<file path="config.mk">
export PLATFORM = sky130hd
export DESIGN_NAME = counter_mod6
export DESIGN_NICKNAME = d
export VERILOG_FILES = /design/src/rtl/timer_pkg.sv /design/src/rtl/counter_modn.sv /design/src/rtl/counter_mod6.sv
export SDC_FILE = /design/constraint.sdc
export NUM_CORES = 1
export LEC_CHECK = 0
export CAP_MARGIN = 5
export CORE_AREA = 2 2 39 41
export CTS_BUF_LIST = sky130_fd_sc_hd__clkbuf_4 sky130_fd_sc_hd__clkbuf_8 sky130_fd_sc_hd__clkbuf_16
export DETAILED_ROUTE_END_ITERATION = 12
export DIE_AREA = 0 0 41 43
export PLACE_DENSITY = 0.43
export SYNTH_ARGS = -nofsm -noshare
export SYNTH_HDL_FRONTEND = slang
export SYNTH_SLANG_ARGS = --single-unit
</file>
<file path="constraint.sdc">
create_clock -name clock -period 1.1 [get_ports clock]
set_input_delay 0.33 -clock clock [delete_from_list [all_inputs] [get_ports clock]]
set_output_delay 0.33 -clock clock [all_outputs]
set_load 0.03 [all_outputs]
</file>
<file path="src/rtl/timer_pkg.sv">
// Shared constants and types for the minutes/seconds timer digit counters.
package timer_pkg;

    // Every timer digit is one BCD nibble.
    localparam int DIGIT_W = 4;

    // The tens-of-seconds digit counts 5..0; the units digits count 9..0.
    localparam int MOD_SEC_TENS  = 6;
    localparam int MOD_SEC_UNITS = 10;

    typedef logic [DIGIT_W-1:0] bcd_digit_t;

endpackage : timer_pkg

</file>
<file path="src/rtl/counter_modn.sv">
// Generic modulo-MOD BCD down counter.
// It has a saturating parallel load and zero/borrow flags for cascading.
// The same counter serves the mod-6 tens digit and the mod-10 units digits.
module counter_modn #(
    parameter int MOD = 10,
    parameter int W   = 4
) (
    input  logic         clock,
    input  logic         clearn,
    input  logic         loadn,
    input  logic         en,
    input  logic [W-1:0] data,
    output logic [W-1:0] digit,
    output logic         zero,
    output logic         tc
);

    // Largest legal count. Both the wrap value and the load saturation value.
    localparam logic [W-1:0] MAX_VAL = W'(MOD - 1);

    logic [W-1:0] digit_q;
    logic [W-1:0] digit_d;

    // Next count: a load takes priority over counting, and counting takes priority over holding.
    // A load above the legal range is clamped, so the register never holds an illegal digit.
    always_comb begin
        digit_d = digit_q;
        if (!loadn) begin
            digit_d = (data > MAX_VAL) ? MAX_VAL : data;
        end else if (en) begin
            digit_d = (digit_q == '0) ? MAX_VAL : (digit_q - W'(1));
        end
    end

    // Digit register: clearn empties it at once; other changes wait for a clock edge.
    always_ff @(posedge clock or negedge clearn) begin
        if (!clearn) begin
            digit_q <= '0;
        end else begin
            digit_q <= digit_d;
        end
    end

    assign digit = digit_q;
    assign zero  = (digit_q == '0);
    // tc is the borrow to the next-higher digit.
    // It is high in the cycle before this digit wraps 0 -> MAX.
    assign tc    = en & zero;

    // The register must never leave the legal range 0..MOD-1.
    digitInRange: assert property (@(posedge clock) disable iff (!clearn) digit_q <= MAX_VAL);

endmodule : counter_modn

</file>
<file path="src/rtl/counter_mod6.sv">
// Tens-of-seconds digit of the timer.
// It is the generic BCD down counter with the modulus set to 6.
module counter_mod6
    import timer_pkg::*;
#(
    parameter int MOD = MOD_SEC_TENS,
    parameter int W   = DIGIT_W
) (
    input  logic         clock,
    input  logic         clearn,
    input  logic         loadn,
    input  logic         en,
    input  logic [W-1:0] data,
    output logic [W-1:0] digit,
    output logic         zero,
    output logic         tc
);

    counter_modn #(
        .MOD (MOD),
        .W   (W)
    ) uCounter (
        .clock  (clock),
        .clearn (clearn),
        .loadn  (loadn),
        .en     (en),
        .data   (data),
        .digit  (digit),
        .zero   (zero),
        .tc     (tc)
    );

endmodule : counter_mod6

</file>
# --- Word level (Yosys, flattened, before mapping) ---
# Cells that the tools add are included.
# Widths: inputs -> output; s select.
op_classes:
  bitwise: 1
  n_lt_le_gt_ge: 1
  addsub: 1
  n_mux: 4
  eq_ne: 1
  n_reduce_logical: 1
ops:
  columns: ["operator", "count"]
  rows:
  - ["$mux 4", 4]
  - ["$gt 4x3->1 const B", 1]
  - ["$logic_not 4->1", 1]
  - ["$sub 4x1->4 const B", 1]
  - ["$ne 2x1->1 const B", 1]
  - ["$and 1x1->1", 1]
totals:
  in_bits: 8
  reg_bits: 4

# --- Depth between registers and ports, before layout ---
# Gate-level depths: netlist of the first run.
logic_depth:
  word_depth: 4
  mapped_depth: 3

# --- Worst setup path after synthesis of the first run ---
# Ideal clock, no wire load.
synth_path:
  kind: "reg2out"
  startpoint: "reg uCounter.digit_q[0], in the netlist uCounter.digit[0]"
  endpoint: "out tc"
  stages_incl_launch_ff: 3
  slack_ps: -823
  arrival_time_ps: 1593
  path_cell_list: "dfrtp_1 -> nand2b_4 -> nor4_1"
synth_between:
  elab_chain_len: 2
synth_rtl:
  columns: ["element", "line", "text"]
  rows:
  - ["from (decl)", "counter_modn.sv:21", "logic [W-1:0] digit_q;"]
  - ["from (signal assigned)", "counter_modn.sv:40", "digit_q <= digit_d;"]
  - ["$logic_not 4->1", "counter_modn.sv:45", "assign zero = (digit_q == '0);"]
  - ["$and 1x1->1", "counter_modn.sv:48", "assign tc = en & zero;"]
  - ["to (decl)", "counter_mod6.sv:16", "output logic tc"]
# Every way passes these cells.

# --- Worst setup path in the final report of the first run ---
layout_path:
  startpoint: "reg uCounter.digit_q[0], in the netlist uCounter.digit[0]"
  endpoint: "reg uCounter.digit_q[3], in the netlist uCounter.digit[3]"
layout_between:
  elab_chain_len: 4
layout_rtl:
  columns: ["element", "line", "text"]
  rows:
  - ["$sub 4x1->4 or $logic_not 4->1 (tied branches)", "counter_modn.sv:31", "digit_d = (digit_q == '0) ? MAX_VAL : (digit_q - W'(1));"]
  - ["$mux 4 *", "counter_modn.sv:31", null]
  - ["$mux 4 *", "counter_modn.sv:30", "end else if (en) begin"]
  - ["$mux 4 *", "counter_modn.sv:28", "if (!loadn) begin"]
# Every way passes the cells marked *; elsewhere a longest branch is shown, timed or not. The select of a mux whose other input is x is not followed.
# A chain may end at the register's enable or synchronous reset.

==> results.sh, run 1 <==
export IMPL_synth_commonest_cells="dfrtp_1 (4), a31oi_1 (3), nor2_1 (2), nor4_1 (2), or3_1 (2)"
export IMPL_largest_reg_flops=4
export IMPL_arrival_ns=1.60
export IMPL_final_net_count=59
export IMPL_portBuffers=13
export IMPL_layout_setup_ws_ns=-0.371
export IMPL_finish_instance_area_um2=574
export IMPL_synth_cells=21
export IMPL_power_density_nw_per_um2=1090
export IMPL_insertion_delay_ns=0.24
export IMPL_worst_pin_slew_ns=0.362
export IMPL_nFillCells=149
export IMPL_multiInputGateArea_um2=180
export IMPL_criticalPathCategory="reg2reg"
export IMPL_root_buffer="clkbuf_4"
export IMPL_p_int_uw=444
export IMPL_h_tree_depth=1
export IMPL_sw_frac_of_total=0.287
export IMPL_setup_viol=9
export IMPL_drive_above_1_share=0.660
export IMPL_violations="setup timing"
export IMPL_drt_total_wl_um=734
export IMPL_die_area_um2=1760
export IMPL_die_x_um=41
export IMPL_antenna_found_initial=0
export IMPL_post_dp_hpwl_um=514
export IMPL_coreArea_um2=1380
export IMPL_power_switching_uw=179
export IMPL_yosysUniqueCellTypes=13
export IMPL_ir_drop_uv=520
export IMPL_synth_flop_cell="dfrtp_1"
export IMPL_path_max_fanout=5
export IMPL_final_seq_area_um2=105
export IMPL_status="complete, but fails checks"
export IMPL_p_leak_nw=0.241
export IMPL_gp_congestion=0.761
export IMPL_rsz0062_at_grt="yes"
export IMPL_async_flop_share=1.00
export IMPL_grt_pass1_vias=269
export IMPL_timing_critical_path_required_ns=1.23
export IMPL_cap_violations=0
export IMPL_vias=288
export IMPL_diodes=0
export IMPL_ys_seq_area_frac=0.485
export IMPL_netlist_area_um2=206
export IMPL_ys_top_cells_by_area="dfrtp_1 (48%), a31oi_1 (9.1%), nand2b_4 (6.7%)"
export IMPL_path_clk_slew_ns=0.04
export IMPL_avgSynthCellArea_um2=9.83
export IMPL_critPathLaunchType="flip-flop"
export IMPL_finalSetupTns_ns=-2.34
export IMPL_clock_sinks=4
export IMPL_wl_per_cell_um=11.1
export IMPL_yosys_warnings=0
export IMPL_area_delta_synth_final_pct=178
export IMPL_yosys_area_top_type="dfrtp_1"
export IMPL_synth_most_common_cell="dfrtp_1"
export IMPL_synth_seq_cells=4
export IMPL_cts_buffers_inserted=3
export IMPL_grt_pass1_wl_um=1100
export IMPL_hold_viol=0
export IMPL_combPwrFrac=0.346
export IMPL_die_y_um=43
export IMPL_grt_max_degree=7
export IMPL_clock_path_buffers=2
export IMPL_worstRegToRegCells=5
export IMPL_synth_nets=29
export IMPL_finClkSkew_ns=0.00981
export IMPL_relSlewSlack=0.757
export IMPL_p_seq_frac=0.291
export IMPL_drc=0
export IMPL_synth_top_area_frac=0.485
export IMPL_initial_utilization=0.149
export IMPL_end_kind="flip-flop"
export IMPL_grt_total_usage=0.0926
export IMPL_ios=14
export IMPL_synth_edff_count=0
export IMPL_slew_viol_final=0
export IMPL_drtIter0Drc=3
export IMPL_hold_path_class="in2async"
export IMPL_num_rows=14
export IMPL_p_total_uw=624
export IMPL_period_needed_ns=1.47
export IMPL_clockPowerShare=0.364
export IMPL_fmax_mhz=680
export IMPL_ant_nets=0
export IMPL_place_area_um2=428
export IMPL_cts_tree="built"
export IMPL_avgViaCountPerCell=4.36
export IMPL_dr_pass1_iters=4
export IMPL_fin_crit_sh=1.34
export IMPL_overflow=0
[metrics by stage]
| stage | setup slack (ns) | util | hold WS (ns) | std cells |
|---|---|---|---|---|
| after floorplan | -0.328 | - | 0.0344 | 21 |
| after global placement | -0.490 | 0.309 | 0.537 | 57 |
| after detailed placement | -0.522 | 0.309 | 0.543 | 57 |
| after CTS | -0.387 | 0.373 | 0.279 | 65 |
| after global routing | -0.412 | 0.415 | 0.291 | 66 |
| final | -0.371 | 0.415 | 0.285 | 66 |
[per-layer routing]
metal / up-vias / routed length (um) / track usage
met2: 12 / 384 / 0.147
met5: - / 0 / 0
met3: 0 / 44 / 0.0471
li1: 143 / - / -
met4: 0 / 0 / 0.0200
met1: 133 / 306 / 0.107
[logic make-up after synthesis]
| logic type | synth area share |
|---|---|
| AND/OR/NAND/NOR | 0.333 |
| AO/OA/AOI/OAI | 0.182 |
| flip-flops | 0.485 |
[layout make-up]
cell class / count / share of cell area
Multi-Input combinational cell: 17 / 0.314
Timing Repair Buffer: 25 / 0.416
Sequential cell: 4 / 0.183
Tap cell: 16 / 0.0349
Clock buffer: 4 / 0.0523
[layout by cell type (no fill, tap or decap)]
| cell type | synthesis | layout |
|---|---|---|
| nor3_1 | 1 | 1 |
| clkbuf_4 | 0 | 4 |
| and3_4 | 0 | 1 |
| a31oi_4 | 0 | 1 |
| or3_4 | 0 | 1 |
| clkdlybuf4s50_1 | 0 | 4 |
| o21ai_0 | 1 | 1 |
| nand2_1 | 1 | 1 |
| dlymetal6s2s_1 | 0 | 1 |
| or3_1 | 2 | 1 |
| dlygate4sd2_1 | 0 | 2 |
| a2111oi_4 | 0 | 1 |
| dfrtp_2 | 0 | 4 |
| or2b_1 | 1 | 1 |
| a21oi_1 | 1 | 1 |
| nor2_1 | 2 | 2 |
| nand2b_4 | 1 | 1 |
| buf_4 | 0 | 9 |
| a31oi_1 | 3 | 2 |
| nor4_4 | 0 | 2 |
| buf_6 | 0 | 9 |
[worst max-delay path, cell delays in order, from the launching register on]
cell and delay, ns:
dfrtp_2 0.42, nand2b_4 0.16, buf_4 0.13, buf_6 0.11, or3_4 0.35, and3_4 0.19
[power by group through the flow]
stage / Combinational [mW] / Clock (mW) / Sequential, mW
after floorplan: 0.0399 / 0 / 0.209
after global placement: 0.158 / 0 / 0.184
after detailed placement: 0.158 / 0 / 0.184
after CTS: 0.189 / 0.239 / 0.180
after global routing: 0.233 / 0.246 / 0.184
final: 0.216 / 0.227 / 0.181
[path summary, 6_finish.rpt]
path                                                from                       endpoint  slack [ns]
hold reg to reg            uCounter.digit[3]$_DFFE_PN0P_  uCounter.digit[3]$_DFFE_PN0P_        0.74
setup / recovery           uCounter.digit[0]$_DFFE_PN0P_  uCounter.digit[3]$_DFFE_PN0P_       -0.37
max in group asynchronous                         clearn  uCounter.digit[1]$_DFFE_PN0P_        0.63
min in group clock                                 loadn  uCounter.digit[0]$_DFFE_PN0P_        0.50
setup reg to reg           uCounter.digit[0]$_DFFE_PN0P_  uCounter.digit[3]$_DFFE_PN0P_       -0.37
hold / removal                                    clearn  uCounter.digit[0]$_DFFE_PN0P_        0.28
[what timing repair did]
action / 4_1_cts / 5_1_grt
pin swaps: 1 / 1
gates resized for setup: 10 / 12
setup buffers: 4 / 3
endpoints found under the setup margin: 10 / 10
endpoints found under the hold margin: 0 / 0
hold buffers: 0 / 0
(Power assumes the default switching activity.)
==> inputs of run 2 (changes only) <==
- CTS_BUF_LIST: sky130_fd_sc_hd__clkbuf_4 sky130_fd_sc_hd__clkbuf_8 sky130_fd_sc_hd__clkbuf_16 -> sky130_fd_sc_hd__clkbuf_8 sky130_fd_sc_hd__clkbuf_16
- REMOVE_ABC_BUFFERS: not set -> 1
- SLEW_MARGIN: not set -> 10
==> run 2 against run 1 <==
The run still ends with setup timing left. Total power increased by 8.3%. Non-clock buffer count unchanged. Sequential power about the same. Clock skew decreased by 0.0073 ns. Core utilization decreased by 1.6 points. Setup slack improved by 0.015 ns. Via count increased by 1.4%. Highest routed layer is now met4.
==> results.sh, run 2 (synthesis results as in run 1) <==
export IMPL_status="complete, but fails checks"
export IMPL_violations="setup timing"
export IMPL_criticalPathCategory="reg2out"
export IMPL_slowest_stage="dfrtp_2"
export IMPL_arrival_ns=1.13
export IMPL_gp_congestion=0.692
export IMPL_sw_frac_of_total=0.261
export IMPL_layout_common_cells="buf_4 (10), buf_6 (8)"
export IMPL_cap_violations=0
export IMPL_ant_nets=0
export IMPL_end_kind="primary output"
export IMPL_fin_crit_sh=1.32
export IMPL_cp_num_buf_inv=1
export IMPL_finish_instance_area_um2=552
export IMPL_grt_max_degree=7
export IMPL_path_max_fanout=4
export IMPL_grt_pass1_wl_um=1190
export IMPL_rsz0062_at_grt="yes"
export IMPL_area_delta_synth_final_pct=167
export IMPL_fmax_mhz=687
export IMPL_final_net_count=59
export IMPL_num_rows=14
export IMPL_period_needed_ns=1.46
export IMPL_die_area_um2=1760
export IMPL_combPwrFrac=0.280
export IMPL_power_density_nw_per_um2=1220
export IMPL_avgViaCountPerCell=4.49
export IMPL_post_dp_hpwl_um=517
export IMPL_initial_utilization=0.149
export IMPL_grt_pass1_vias=307
export IMPL_finalSetupTns_ns=-1.76
export IMPL_finClkSkew_ns=0.00247
export IMPL_p_leak_nw=0.261
export IMPL_nFillCells=136
export IMPL_cts_buffers_inserted=3
export IMPL_coreArea_um2=1380
export IMPL_clockPowerShare=0.451
export IMPL_h_tree_depth=1
export IMPL_worst_pin_slew_ns=0.263
export IMPL_place_area_um2=402
export IMPL_clock_sinks=4
export IMPL_stdcell_count=65
export IMPL_root_buffer="clkbuf_8"
export IMPL_final_common_cell="buf_4"
export IMPL_vias=292
export IMPL_holdWs_ns=0.321
export IMPL_grt_total_usage=0.111
export IMPL_drtIter0Drc=3
export IMPL_overflow=0
export IMPL_final_util=0.399
export IMPL_placed_cells=58
export IMPL_cts_tree="built"
export IMPL_critPathLaunchType="flip-flop"
export IMPL_layout_setup_ws_ns=-0.356
export IMPL_p_total_uw=675
export IMPL_power_switching_uw=176
export IMPL_path_cells="nor4_2 > buf_4"
export IMPL_ios=14
export IMPL_slew_viol_final=0
export IMPL_antenna_found_initial=0
export IMPL_insertion_delay_ns=0.21
export IMPL_dr_pass1_iters=4
export IMPL_drt_total_wl_um=824
export IMPL_path_clk_slew_ns=0.03
export IMPL_drive_above_1_share=0.571
export IMPL_hold_path_class="in2async"
export IMPL_ctsHoldBuffers=0
export IMPL_wl_per_cell_um=12.7
export IMPL_timing_critical_path_required_ns=0.77
export IMPL_drc=0
export IMPL_portBuffers=13
export IMPL_p_int_uw=500
export IMPL_pre_cts_slack_ns=-0.607
export IMPL_die_x_um=41
export IMPL_cp_top_family="flip-flops"
export IMPL_diodes=0
export IMPL_ir_drop_uv=403
export IMPL_cpPeakStageDelay_ns=0.44
export IMPL_p_seq_frac=0.268
export IMPL_die_y_um=43
export IMPL_hold_viol=0
export IMPL_largest_reg_flops=4
export IMPL_clock_path_buffers=2
export IMPL_relSlewSlack=0.825
export IMPL_setup_viol=9
## run 2: cell types whose count changed in the layout (fill, tap and decap cells not counted), moves of 2 or more
cell,before,now
clkdlybuf4s50_1,4,2
clkbuf_8,0,3
clkbuf_4,4,0
dlymetal6s2s_1,1,3
## run 2: power by group through the flow
stage          registers (mW)  clock network [mW]  logic (mW)
6_report                0.181               0.305       0.189
5_1_grt                 0.183               0.328       0.202
4_1_cts                 0.179               0.310       0.182
3_5_place_dp            0.175                   0       0.145
3_3_place_gp            0.175                   0       0.144
2_1_floorplan           0.197                   0      0.0347
## run 2: metal layers
metal | GRT usage | wire [um] | vias up
met4 | 0.113 | 39 | 0
met2 | 0.194 | 486 | 10
met5 | 0 | 0 | -
met3 | 0.0366 | 36 | 4
met1 | 0.0774 | 261 | 136
li1 | - | - | 142
## run 2: what timing repair did
item / in CTS / in global routing
endpoints found under the hold margin: 0 / 0
resized for setup: 16 / 6
pin swaps: 3 / 2
buffers inserted: 4 / 0
gates cloned: 0 / 0
endpoints found under the setup margin: 10 / 10
## run 2: cell type report
type | instances | area, um2 | share of cell area
Timing Repair Buffer | 25 | 240 | 0.435
Clock buffer | 3 | 41.3 | 0.0748
Sequential cell | 4 | 104 | 0.188
Tap cell | 16 | 20.0 | 0.0363
Multi-Input combinational cell | 17 | 146 | 0.265
## run 2: worst register-to-register path: cells and delay by family, from the launching register on
family	cells	cell delay, ns
AND/OR/NAND/NOR	3	0.69
flip-flops	1	0.40
buffers and inverters	1	0.12
## run 2: worst paths after layout
| kind | slack (ns) | startpoint | end | cells after the start |
|---|---|---|---|---|
| worst max-delay path | -0.36 | uCounter.digit[2]$_DFFE_PN0P_ | zero | 2 |
| worst min-delay path | 0.32 | clearn | uCounter.digit[0]$_DFFE_PN0P_ | 1 |
| worst max register to register | -0.23 | uCounter.digit[0]$_DFFE_PN0P_ | uCounter.digit[3]$_DFFE_PN0P_ | 4 |
| worst min register to register | 0.69 | uCounter.digit[1]$_DFFE_PN0P_ | uCounter.digit[2]$_DFFE_PN0P_ | 2 |
| max in group asynchronous | 0.59 | clearn | uCounter.digit[3]$_DFFE_PN0P_ | 1 |
| min in group clock | 0.50 | data[0] | uCounter.digit[0]$_DFFE_PN0P_ | 3 |
==> inputs of run 3 (changes only) <==
- ABC_AREA: not set -> 1
- CORE_AREA: 2 2 39 41 -> 8 8 45 47
- DIE_AREA: 0 0 41 43 -> 0 0 53 55
- PLACE_DENSITY: 0.43 -> 0.47
==> run 3 against run 2 <==
The flow still finishes with violations (setup timing). Clock-buffer cell count stayed put. Fmax is 1.1% higher. Cell area is 10% higher. Critical path depth is 2 higher. Worst hold slack worse by 0.0030 ns. Critical path type unchanged.
==> results.sh, run 3 <==
export IMPL_ir_drop_uv=673
export IMPL_clock_sinks=4
export IMPL_synth_commonest_cells="nand2_1 (15), nand3_1 (6), inv_1 (5), nor2_1 (5), dfrtp_1 (4)"
export IMPL_num_rows=14
export IMPL_synth_edff_count=0
export IMPL_die_y_um=55
export IMPL_final_seq_area_um2=100
export IMPL_initial_utilization=0.187
export IMPL_power_density_nw_per_um2=1380
export IMPL_h_tree_depth=1
export IMPL_timing_critical_path_required_ns=0.77
export IMPL_p_leak_nw=0.324
export IMPL_clock_path_buffers=2
export IMPL_ios=14
export IMPL_gp_congestion=0.687
export IMPL_wl_per_cell_um=10.1
export IMPL_ctsHoldBuffers=0
export IMPL_finClkSkew_ns=0.00144
export IMPL_worst_pin_slew_ns=0.181
export IMPL_status="complete, but fails checks"
export IMPL_path_clk_slew_ns=0.03
export IMPL_grt_pass1_wl_um=1500
export IMPL_multiInputGateArea_um2=145
export IMPL_drt_total_wl_um=902
export IMPL_setup_viol=8
export IMPL_synth_top_area_frac=0.386
export IMPL_critPathLaunchType="flip-flop"
export IMPL_antenna_found_initial=0
export IMPL_ant_nets=0
export IMPL_hold_viol=0
export IMPL_yosysUniqueCellTypes=9
export IMPL_avgViaCountPerCell=4.01
export IMPL_criticalPathCategory="reg2out"
export IMPL_synth_cells=41
export IMPL_diodes=0
export IMPL_finalSetupTns_ns=-1.22
export IMPL_cts_tree="built"
export IMPL_layout_common_cells="nand2_1 (15), buf_4 (11), buf_6 (11)"
export IMPL_avgSynthCellArea_um2=6.32
export IMPL_vias=357
export IMPL_dr_pass1_iters=4
export IMPL_hold_path_class="in2async"
export IMPL_pre_cts_slack_ns=-0.417
export IMPL_netlist_area_um2=259
export IMPL_synth_seq_cells=4
export IMPL_p_total_uw=837
export IMPL_die_x_um=53
export IMPL_layout_setup_ws_ns=-0.341
export IMPL_yosys_area_top_type="dfrtp_1"
export IMPL_yosys_warnings=0
export IMPL_cts_buffers_inserted=3
export IMPL_critPathLaunch="uCounter.digit[0]$_DFFE_PN0P_"
export IMPL_cap_violations=0
export IMPL_largest_reg_flops=4
export IMPL_grt_total_usage=0.0723
export IMPL_p_int_uw=588
export IMPL_insertion_delay_ns=0.21
export IMPL_final_common_cell="nand2_1"
export IMPL_synth_most_common_cell="nand2_1"
export IMPL_relSlewSlack=0.879
export IMPL_power_switching_uw=250
export IMPL_portBuffers=13
export IMPL_r2r_start="uCounter.digit[0]$_DFFE_PN0P_"
export IMPL_rsz0062_at_grt="yes"
export IMPL_fmax_mhz=694
export IMPL_coreArea_um2=1380
export IMPL_period_needed_ns=1.44
export IMPL_post_dp_hpwl_um=658
export IMPL_root_buffer="clkbuf_8"
export IMPL_drive_above_1_share=0.452
export IMPL_drtIter0Drc=7
export IMPL_end_kind="primary output"
export IMPL_slew_viol_final=0
export IMPL_die_area_um2=2920
export IMPL_final_net_count=83
export IMPL_overflow=0
export IMPL_fin_crit_sh=1.31
export IMPL_clockPowerShare=0.362
export IMPL_ys_top_cells_by_area="dfrtp_1 (39%), nand2_1 (22%), nand3_1 (12%)"
export IMPL_synth_flop_cell="dfrtp_1"
export IMPL_area_delta_synth_final_pct=134
export IMPL_p_seq_frac=0.215
export IMPL_drc=0
export IMPL_grt_max_degree=5
export IMPL_nFillCells=138
export IMPL_violations="setup timing"
export IMPL_async_flop_share=1.00
export IMPL_path_max_fanout=3
export IMPL_combPwrFrac=0.422
export IMPL_sw_frac_of_total=0.298
export IMPL_grt_pass1_vias=388
export IMPL_arrival_ns=1.11
export IMPL_ys_seq_area_frac=0.386
## run 3: cell types whose count changed after synthesis, moves of 2 or more
cell,change
nand2_1,+14
nand3_1,+6
inv_1,+5
a31oi_1,-3
nor2_1,+3
inv_2,+2
nor4_1,-2
or3_1,-2
## run 3: cell type report
cell class,instances,area share
Tap cell,16,0.0330
Inverter,7,0.0433
Clock buffer,3,0.0680
Sequential cell,4,0.165
Multi-Input combinational cell,30,0.239
Timing Repair Buffer,29,0.452
## run 3: worst paths after layout
| path | to | slack [ns] | depth (start not counted) |
|---|---|---|---|
| worst max register to register | uCounter.digit[3]$_DFFE_PN0P_ | -0.25 | 9 |
| worst min register to register | uCounter.digit[3]$_DFFE_PN0P_ | 0.56 | 2 |
| worst min-delay path | uCounter.digit[3]$_DFFE_PN0P_ | 0.32 | 1 |
| max in group asynchronous | uCounter.digit[0]$_DFFE_PN0P_ | 0.62 | 1 |
| worst max-delay path | tc | -0.34 | 4 |
| min in group clock | uCounter.digit[3]$_DFFE_PN0P_ | 0.56 | 2 |
## run 3: repair_timing
item / CTS / global route
pin swaps: 3 / 2
setup buffers: 6 / 2
setup endpoints to repair: 9 / 8
gates resized for setup: 7 / 11
## run 3: critical path, stage by stage, from the launching register on
cell and delay [ns]:
dfrtp_1 0.40, nor2_2 0.15, nand3_2 0.09, nor2_1 0.10, buf_4 0.16
## run 3: power groups by stage
stage	Combinational, mW	Sequential (mW)	Clock, mW
final	0.354	0.180	0.303
after global routing	0.387	0.182	0.330
after CTS	0.321	0.178	0.312
after detailed placement	0.286	0.176	0
after global placement	0.287	0.176	0
after floorplan	0.0863	0.218	0
## run 3: cells by family after synthesis
family,Yosys count,synth area share
compound gates,2,0.0386
flops,4,0.386
buf+inv,7,0.101
simple gates,28,0.473
## run 3: per-stage QoR
step,cell area [um2],hold WS [ns],util,instances
2_1_floorplan,259,0.0344,-,41
3_3_place_gp,469,0.539,0.339,80
3_5_place_dp,469,0.539,0.339,80
4_1_cts,563,0.320,0.407,88
5_1_grt,607,0.335,0.439,89
6_report,607,0.318,0.439,89
## run 3: per-layer routing
layer  share of wire  global-route usage
met4           0.021              0.0647
met1            0.43              0.0765
met2            0.43               0.105
met3            0.12              0.0348
met5               0                   0
